[src/rtl/multicycle_main_ctrl.sv]
// Main control FSM for the multicycle RV32I datapath (lw, sw, R-type,
// I-type ALU, beq, jal). Drives all datapath enables, mux selects and the
// 2-bit ALUOp consumed by the ALU control decoder.
// Build option: define MAIN_CTRL_ILLEGAL_TRAP_EN to trap unrecognised opcodes
// in an absorbing ILLEGAL state; otherwise they execute as a 2-cycle NOP.
module multicycle_main_ctrl (
    input  logic       clk,
    input  logic       rst,
    input  logic [6:0] op,
    input  logic       zero,
    output logic       pc_write,
    output logic       adr_src,
    output logic       mem_write,
    output logic       ir_write,
    output logic [1:0] result_src,
    output logic [1:0] alu_src_a,
    output logic [1:0] alu_src_b,
    output logic [1:0] imm_src,
    output logic       reg_write,
    output logic [1:0] alu_op,
    output logic [3:0] fsm_state
);

    typedef enum logic [3:0] {
        FETCH    = 4'd0,
        DECODE   = 4'd1,
        MEMADR   = 4'd2,
        MEMREAD  = 4'd3,
        MEMWB    = 4'd4,
        MEMWRITE = 4'd5,
        EXECUTER = 4'd6,
        ALUWB    = 4'd7,
        EXECUTEI = 4'd8,
        JAL      = 4'd9,
        BEQ      = 4'd10,
        ILLEGAL  = 4'd11
    } state_t;

    localparam logic [6:0] OP_LW   = 7'b0000011;
    localparam logic [6:0] OP_SW   = 7'b0100011;
    localparam logic [6:0] OP_R    = 7'b0110011;
    localparam logic [6:0] OP_I    = 7'b0010011;
    localparam logic [6:0] OP_JAL  = 7'b1101111;
    localparam logic [6:0] OP_BEQ  = 7'b1100011;

    state_t state;
    state_t state_next;
    logic   pc_update;
    logic   branch;

    // State register; async reset aborts any instruction in flight.
    always_ff @(posedge clk or posedge rst) begin
        if (rst) begin
            state <= FETCH;
        end else begin
            state <= state_next;
        end
    end

    // Next-state logic and Moore output decode.
    always_comb begin
        state_next = state;
        pc_update  = 1'b0;
        branch     = 1'b0;
        adr_src    = 1'b0;
        mem_write  = 1'b0;
        ir_write   = 1'b0;
        result_src = 2'b00;
        alu_src_a  = 2'b00;
        alu_src_b  = 2'b00;
        reg_write  = 1'b0;
        alu_op     = 2'b00;
        unique case (state)
            FETCH: begin
                ir_write   = 1'b1;
                alu_src_b  = 2'b10;
                result_src = 2'b10;
                pc_update  = 1'b1;
                state_next = DECODE;
            end
            DECODE: begin
                alu_src_a = 2'b01;
                alu_src_b = 2'b01;
                case (op)
                    OP_LW, OP_SW: state_next = MEMADR;
                    OP_R:         state_next = EXECUTER;
                    OP_I:         state_next = EXECUTEI;
                    OP_JAL:       state_next = JAL;
                    OP_BEQ:       state_next = BEQ;
`ifdef MAIN_CTRL_ILLEGAL_TRAP_EN
                    default:      state_next = ILLEGAL;
`else
                    default:      state_next = FETCH;
`endif
                endcase
            end
            MEMADR: begin
                alu_src_a = 2'b10;
                alu_src_b = 2'b01;
                if (op == OP_LW) begin
                    state_next = MEMREAD;
                end else if (op == OP_SW) begin
                    state_next = MEMWRITE;
                end else begin
                    state_next = FETCH;
                end
            end
            MEMREAD: begin
                adr_src    = 1'b1;
                state_next = MEMWB;
            end
            MEMWB: begin
                result_src = 2'b01;
                reg_write  = 1'b1;
                state_next = FETCH;
            end
            MEMWRITE: begin
                adr_src    = 1'b1;
                mem_write  = 1'b1;
                state_next = FETCH;
            end
            EXECUTER: begin
                alu_src_a  = 2'b10;
                alu_op     = 2'b10;
                state_next = ALUWB;
            end
            EXECUTEI: begin
                alu_src_a  = 2'b10;
                alu_src_b  = 2'b01;
                alu_op     = 2'b10;
                state_next = ALUWB;
            end
            ALUWB: begin
                reg_write  = 1'b1;
                state_next = FETCH;
            end
            JAL: begin
                alu_src_a  = 2'b01;
                alu_src_b  = 2'b10;
                pc_update  = 1'b1;
                state_next = ALUWB;
            end
            BEQ: begin
                alu_src_a  = 2'b10;
                alu_op     = 2'b01;
                branch     = 1'b1;
                state_next = FETCH;
            end
            ILLEGAL: begin
`ifdef MAIN_CTRL_ILLEGAL_TRAP_EN
                state_next = ILLEGAL;
`else
                state_next = FETCH;
`endif
            end
            default: state_next = FETCH;
        endcase
    end

    // Immediate format follows the opcode directly, independent of state.
    always_comb begin
        case (op)
            OP_SW:   imm_src = 2'b01;
            OP_BEQ:  imm_src = 2'b10;
            OP_JAL:  imm_src = 2'b11;
            default: imm_src = 2'b00;
        endcase
    end

    assign pc_write  = pc_update | (branch & zero);
    assign fsm_state = state;

endmodule

[config.mk]
export PLATFORM = sky130hd
export DESIGN_NAME = multicycle_main_ctrl
export DESIGN_NICKNAME = d
export VERILOG_FILES = /design/src/rtl/multicycle_main_ctrl.sv
export SDC_FILE = /design/constraint.sdc
export NUM_CORES = 1
export LEC_CHECK = 0
export ABC_AREA = 1
export CAP_MARGIN = 15
export CORE_MARGIN = 4
export CORE_UTILIZATION = 35
export CTS_CLUSTER_SIZE = 14
export DETAILED_ROUTE_END_ITERATION = 16
export HOLD_SLACK_MARGIN = 0.15
export PLACE_DENSITY = 0.76
export SYNTH_ARGS = -nofsm -noshare
export SYNTH_HDL_FRONTEND = slang
export SYNTH_SLANG_ARGS = --single-unit
[constraint.sdc]
create_clock -name clk -period 2.35 [get_ports clk]
set_input_delay 0.235 -clock clk [delete_from_list [all_inputs] [get_ports clk]]
set_output_delay 0.235 -clock clk [all_outputs]
set_load 0.05 [all_outputs]
==> reports/qor.yml, run 1 <==
yosys:
  ys_seq_elements: 4
  yosysUniqueCellTypes: 16
  seq_area_frac_synth_pct: 21.0
  avgSynthCellArea_sq_um: 5.42
  syn_area_sq_um: 477
  yosysWarnings: 0
  syn_inst: 88
  syn-num-nets: 98
die:
  initial_utilization_pct: 37.1
  pin_count: 29
  num_rows: 13
  die_w_microns: 44.9
  core_sq_mm: 0.00128
  die_h_microns: 44.9
  die-area_sq_mm: 0.00202
worst_setup_path:
  worst_r2r_endpoint: "fsm_state[1]"
  critPathRequiredTime_ns: 2.12
  arrival_ns: 1.98
  critPathKind: "register to output pin"
  cp_max_fo: 5
  r2r_cells: 7
  cp-end-kind: "output pin"
  reg2reg_from: "fsm_state[3]"
  crit_path_start_kind: "register"
  rrSetupSlack_ns: 1.20
placed_design:
  dp_cells: 130
  hpwl_mm: 1.13
  dpl_cell_area_sq_um: 763
  place.gp.congestion: 0.828
  post-place-ws_ns: 0.388
  numPortBuffers: 28
global_route:
  gr-total-overflow: 0
  grt_max_degree: 7
  grt_pass1_wl_mm: 2.11
  grt_pass1_vias: 557
  antenna_found_initial: 0
  grt_use_total_pct: 14.9
clock_network:
  cts_tree: "done"
  clock_sinks: 4
  htree_levels: 1
  clk_path_buf_depth: 2
  cts_setup_buffers: 0
  clk_latency_ns: 0.24
  post_cts_resized: 0
  clk_pin_slew_ns: 0.04
  cts_made_buffers: 3
  cts_root_buf: "clkbuf_4"
  holdBufCountCts: 0
worst_hold_path:
  hold_path_class: "primary input to async pin"
power:
  static-leakage-power_nw: 0.400
  total_power_uw: 738
  power.density_mw_per_mm2: 939
  ir_drop_uv: 413
sta:
  worstMarginPinSlew_ns: 0.503
  setup_viol: 0
  worst_hold_slack_ns: 0.185
  final.setup.tns_ns: 0
  worst_clock_skew_ns: 0.00369
  setup_ws_ns: 0.133
  max_freq_mhz: 451
  period_share_pct: 94.3
  rsz0062_at_grt: "no"
  finalMaxSlewViolations: 0
  slew_headroom_pct: 66.4
  hold_violations: 0
  period_needed_ns: 2.22
routing:
  ant_nets: 0
  first_pass_iters: 4
  drt-total-wl_mm: 1.33
  wire_per_inst_microns: 9.97
  drt_iter0_markers: 14
  drc: 0
  vias_per_cell: 4.71
  num_vias: 627
layout:
  fin_util_pct: 61.1
  syn2layout_area_growth_pct: 64.8
  largest_reg_flops: 4
  nets: 130
  fin_area_sq_um: 786
  num_antenna_cells: 0
  instances_no_fill: 133
  drive_gt1_share_pct: 16.1
status:
  status: "finished clean"
run:
  cap_violations: 0
## critical path, stage by stage (launching register included)
cell and delay, ns:
dfrtp_1 0.44, nor2_2 0.16, inv_2 0.08, nor2_2 0.15
nor2_1 0.07, nand2_1 0.05, clkdlybuf4s50_1 0.79
## cells in the final DEF (no fill, tap or decap)
| master | instances |
|---|---|
| clkdlybuf4s50_1 | 26 |
| nand2_1 | 20 |
| nor2_1 | 19 |
| inv_1 | 14 |
| nand3_1 | 9 |
| nor2_2 | 6 |
| nand2_2 | 4 |
| dfrtp_1 | 4 |
| inv_2 | 3 |
| clkbuf_4 | 3 |
| o21ai_0 | 2 |
| buf_4 | 2 |
| nor2_4 | 1 |
| nor3_1 | 1 |
| nand4_1 | 1 |
| o211ai_1 | 1 |
| a21oi_1 | 1 |
| o22ai_1 | 1 |
## cell families (layout without fill, tap and decap cells)
kind of cell,Yosys count,count (layout),share of synthesized area (%)
buffers and inverters,18,48,15.0
AO/OA/AOI/OAI,5,5,6.04
AND/OR/NAND/NOR,61,61,58.0
flip-flops,4,4,21.0
## power breakdown
part	switching, mW	leakage, nW	internal, mW
registers	0.0133	0.0535	0.0801
logic	0.390	0.333	0.169
clock network	0.0286	0.0138	0.0572
## synth_stat cells
library cell	number	area share, %
o22ai_1	1	1.3
a21oi_1	1	1.0
o21ai_0	2	2.1
nor2_2	6	7.9
nor2_4	1	2.4
inv_1	14	11
nand2_1	20	16
nand4_1	1	1.3
inv_2	3	2.4
buf_4	1	1.6
dfrtp_1	4	21
nor3_1	1	1.0
nand3_1	9	9.4
nand2_2	4	5.2
nor2_1	19	15
o211ai_1	1	1.6
## layout make-up
| cell class | count | area [sq um] |
|---|---|---|
| Timing Repair Buffer | 28 | 275 |
| Tap cell | 15 | 18.8 |
| Fill cell | 139 | 499 |
| Multi-Input combinational cell | 66 | 305 |
| Inverter | 17 | 63.8 |
| Clock buffer | 3 | 22.5 |
| Sequential cell | 4 | 100 |
## routing by layer
| layer | part of all wire, % | track usage (%) | vias up |
|---|---|---|---|
| li1 | - | - | 328 |
| met1 | 37 | 15.5 | 260 |
| met2 | 48 | 24.6 | 31 |
| met3 | 9.6 | 2.39 | 8 |
| met4 | 5.1 | 15.2 | 0 |
| met5 | 0 | 0 | - |
## worst max path at each step
stage | cells past startpoint | slack, ns | startpoint | to
floorplan | 4 | 0.04 | fsm_state[1] | pc_write
global placement | 7 | 0.40 | fsm_state[0] | alu_src_b[0]
detailed placement | 7 | 0.39 | fsm_state[0] | alu_src_b[0]
CTS | 6 | 0.13 | fsm_state[3] | alu_src_b[0]
global route | 7 | 0.009 | fsm_state[0] | alu_src_b[0]
finish | 6 | 0.13 | fsm_state[3] | alu_src_b[0]
No activity file was read; power rests on OpenSTA's default activity.
==> run 2, diff against run 1 <==
--- a/config.mk
+++ b/config.mk
@@ -11,6 +11,7 @@
 export CORE_UTILIZATION = 35
 export CTS_CLUSTER_SIZE = 14
 export DETAILED_ROUTE_END_ITERATION = 16
+export GPL_TIMING_DRIVEN = 1
 export HOLD_SLACK_MARGIN = 0.15
 export PLACE_DENSITY = 0.76
 export SYNTH_ARGS = -nofsm -noshare
==> results of run 2 <==
The final DEF is identical to that of run 1; final timing and power are the same.
==> run 3, diff against run 2 <==
--- a/config.mk
+++ b/config.mk
@@ -7,7 +7,6 @@
 export LEC_CHECK = 0
 export ABC_AREA = 1
 export CAP_MARGIN = 15
-export CORE_MARGIN = 4
 export CORE_UTILIZATION = 35
 export CTS_CLUSTER_SIZE = 14
 export DETAILED_ROUTE_END_ITERATION = 16
==> run 3 against run 2 <==
Power shrank 0.84%. Sequential power up 0.6%. Largest power group unchanged. Combinational power hardly changed. First-iteration DRC count fell by 57%. Maximum frequency grew 1.4%. Cell count is 0.75% lower. Clock skew is 0.0032 ns lower. Worst setup slack better by 0.031 ns. Global-route usage up 4.1 points. Clock power fell by 4.1%. Critical path depth shrank 2. Highest routed layer is now met3. Largest cell class unchanged.
==> reports/qor.yml, run 3 (synthesis gave the netlist of run 1 again) <==
worst_setup_path:
  worst-path-buf-inv: 1  # was 2
  worst_r2r_endpoint: "fsm_state[1]"  # unchanged
  crit_family: "buffers and inverters"  # unchanged
  crit_path_start_kind: "register"  # unchanged
  slowest_delay_ns: 0.83  # was 0.79 ns
  crit_chain: "nor2_1 -> nand2_2 -> o211ai_1 -> clkdlybuf4s50_1"  # was nor2_2 -> inv_2 -> nor2_2 -> nor2_1 -> nand2_1 -> clkdlybuf4s50_1
  cp-end-kind: "output pin"  # unchanged
  rrSetupSlack_ns: 1.18  # was 1.20 ns
  cp_max_fo: 6  # was 5
  critPathRequiredTime_ns: 2.12  # about the same
  critPathKind: "register to output pin"  # unchanged
  startpoint: "fsm_state[1]"  # was fsm_state[3]
  reg2reg_from: "fsm_state[2]"  # was fsm_state[3]
  r2r_cells: 7  # unchanged
  arrival_ns: 1.95  # was 1.98 ns
  critPathSlowestCell: "clkdlybuf4s50_1"  # unchanged
power:
  power.density_mw_per_mm2: 930  # was 939 mW/mm^2
  total_power_uw: 732  # was 738 uW
  ir_drop_uv: 587  # was 413 uV
  static-leakage-power_nw: 0.410  # was 0.400 nW
layout:
  largest_reg_flops: 4  # unchanged
  nets: 130  # unchanged
  layout_commonest_cell: "clkdlybuf4s50_1"  # unchanged
  instances_no_fill: 132  # was 133
  mostFrequentLayoutCells: "25 x clkdlybuf4s50_1, 20 x nand2_1, 19 x nor2_1, 14 x inv_1, 9 x nand3_1"  # was 26 x clkdlybuf4s50_1, 20 x nand2_1, 19 x nor2_1, 14 x inv_1, 9 x nand3_1
  fin_util_pct: 66.4  # was 61.1%
  syn2layout_area_growth_pct: 65.1  # was 64.8%
  nFillCells: 134  # was 139
  fin_area_sq_um: 787  # was 786 sq um
  drive_gt1_share_pct: 16.1  # unchanged
  num_antenna_cells: 0  # unchanged
placed_design:
  hpwl_mm: 1.06  # was 1.13 mm
  place.gp.congestion: 0.771  # was 0.828
  numPortBuffers: 28  # unchanged
  dpl_cell_area_sq_um: 762  # was 763 sq um
  dp_cells: 129  # was 130
routing:
  ant_nets: 0  # unchanged
  wire_per_inst_microns: 8.97  # was 9.97 microns
  vias_per_cell: 4.71  # about the same
  drt-total-wl_mm: 1.18  # was 1.33 mm
  drc: 0  # unchanged
  first_pass_iters: 4  # unchanged
  drt_iter0_markers: 6  # was 14
  num_vias: 622  # was 627
die:
  pin_count: 29  # unchanged
  die-area_sq_mm: 0.00151  # was 0.00202 sq mm
  num_rows: 12  # was 13
  die_h_microns: 38.9  # was 44.9 microns
  core_sq_mm: 0.00119  # was 0.00128 sq mm
  die_w_microns: 38.9  # was 44.9 microns
  initial_utilization_pct: 40.2  # was 37.1%
clock_network:
  cts_root_buf: "clkbuf_4"  # unchanged
  cts_made_buffers: 3  # unchanged
  clock_sinks: 4  # unchanged
  holdBufCountCts: 0  # unchanged
  cts_tree: "done"  # unchanged
  htree_levels: 1  # unchanged
  clk_path_buf_depth: 2  # unchanged
  clk_pin_slew_ns: 0.04  # about the same
  clk_latency_ns: 0.23  # was 0.24 ns
global_route:
  grt_use_total_pct: 19.0  # was 14.9%
  antenna_found_initial: 0  # unchanged
  grt_pass1_vias: 541  # was 557
  grt_max_degree: 7  # unchanged
  grt_pass1_wl_mm: 2.04  # was 2.11 mm
  gr-total-overflow: 0  # unchanged
sta:
  final.setup.tns_ns: 0  # unchanged
  period_share_pct: 93.0  # was 94.3%
  hold_violations: 0  # unchanged
  rsz0062_at_grt: "no"  # unchanged
  finalMaxSlewViolations: 0  # unchanged
  period_needed_ns: 2.19  # was 2.22 ns
  setup_viol: 0  # unchanged
  worstMarginPinSlew_ns: 0.503  # about the same
  worst_clock_skew_ns: 0.000518  # was 0.00369 ns
  max_freq_mhz: 457  # was 451 MHz
  slew_headroom_pct: 66.4  # about the same
run:
  cap_violations: 0  # unchanged
status:
  status: "finished clean"  # unchanged
worst_hold_path:
  hold_path_class: "primary input to async pin"  # unchanged
[run 3: cell types whose count changed in the layout (fill, tap and decap cells not counted)]
| cell | previous run | this run |
|---|---|---|
| clkdlybuf4s50_1 | 26 | 25 |
| dlymetal6s2s_1 | 0 | 1 |
[run 3: power breakdown]
part | total [mW] | switching, mW | internal, mW
registers | 0.0940 | 0.0140 | 0.0801
logic | 0.556 | 0.388 | 0.168
clock network | 0.0822 | 0.0253 | 0.0569
[run 3: how the worst max path moves through the flow]
| stage | endpoint | cells after the start |
|---|---|---|
| after floorplan | pc_write | 4 |
| after detailed placement | alu_src_b[0] | 6 |
| final | alu_src_a[1] | 4 |
| after CTS | alu_src_b[0] | 6 |
| after global placement | alu_src_b[0] | 6 |
| after global routing | alu_src_a[1] | 4 |
[run 3: final cells by class]
cell class	count	area, sq um	share of cell area, %
clock buffer	3	22.5	2.86
inverter	17	63.8	8.11
multi-input combinational	66	305	38.8
sequential	4	100	12.7
tap	14	17.5	2.23
timing repair buffer	28	278	35.3
[run 3: through the flow]
step	worst slack (ns)	hold WS, ns
finish	0.164	0.186
global route	0.0438	0.215
CTS	0.103	0.188
detailed placement	0.354	0.431
global placement	0.385	0.419
floorplan	0.0403	0.00108
[run 3: routing by layer]
metal / track usage [%] / up-vias / routed length, microns
li1: - / 330 / -
met5: 0 / - / 0
met2: 36.3 / 24 / 596
met3: 3.47 / 0 / 64
met4: 2.59 / 0 / 0
met1: 21.9 / 268 / 523
[run 3: timing repair]
item | 4_1_cts | 5_1_grt
endpoints found under the setup margin | 0 | 1
resized for setup | 0 | 1
buffers inserted | 0 | 0
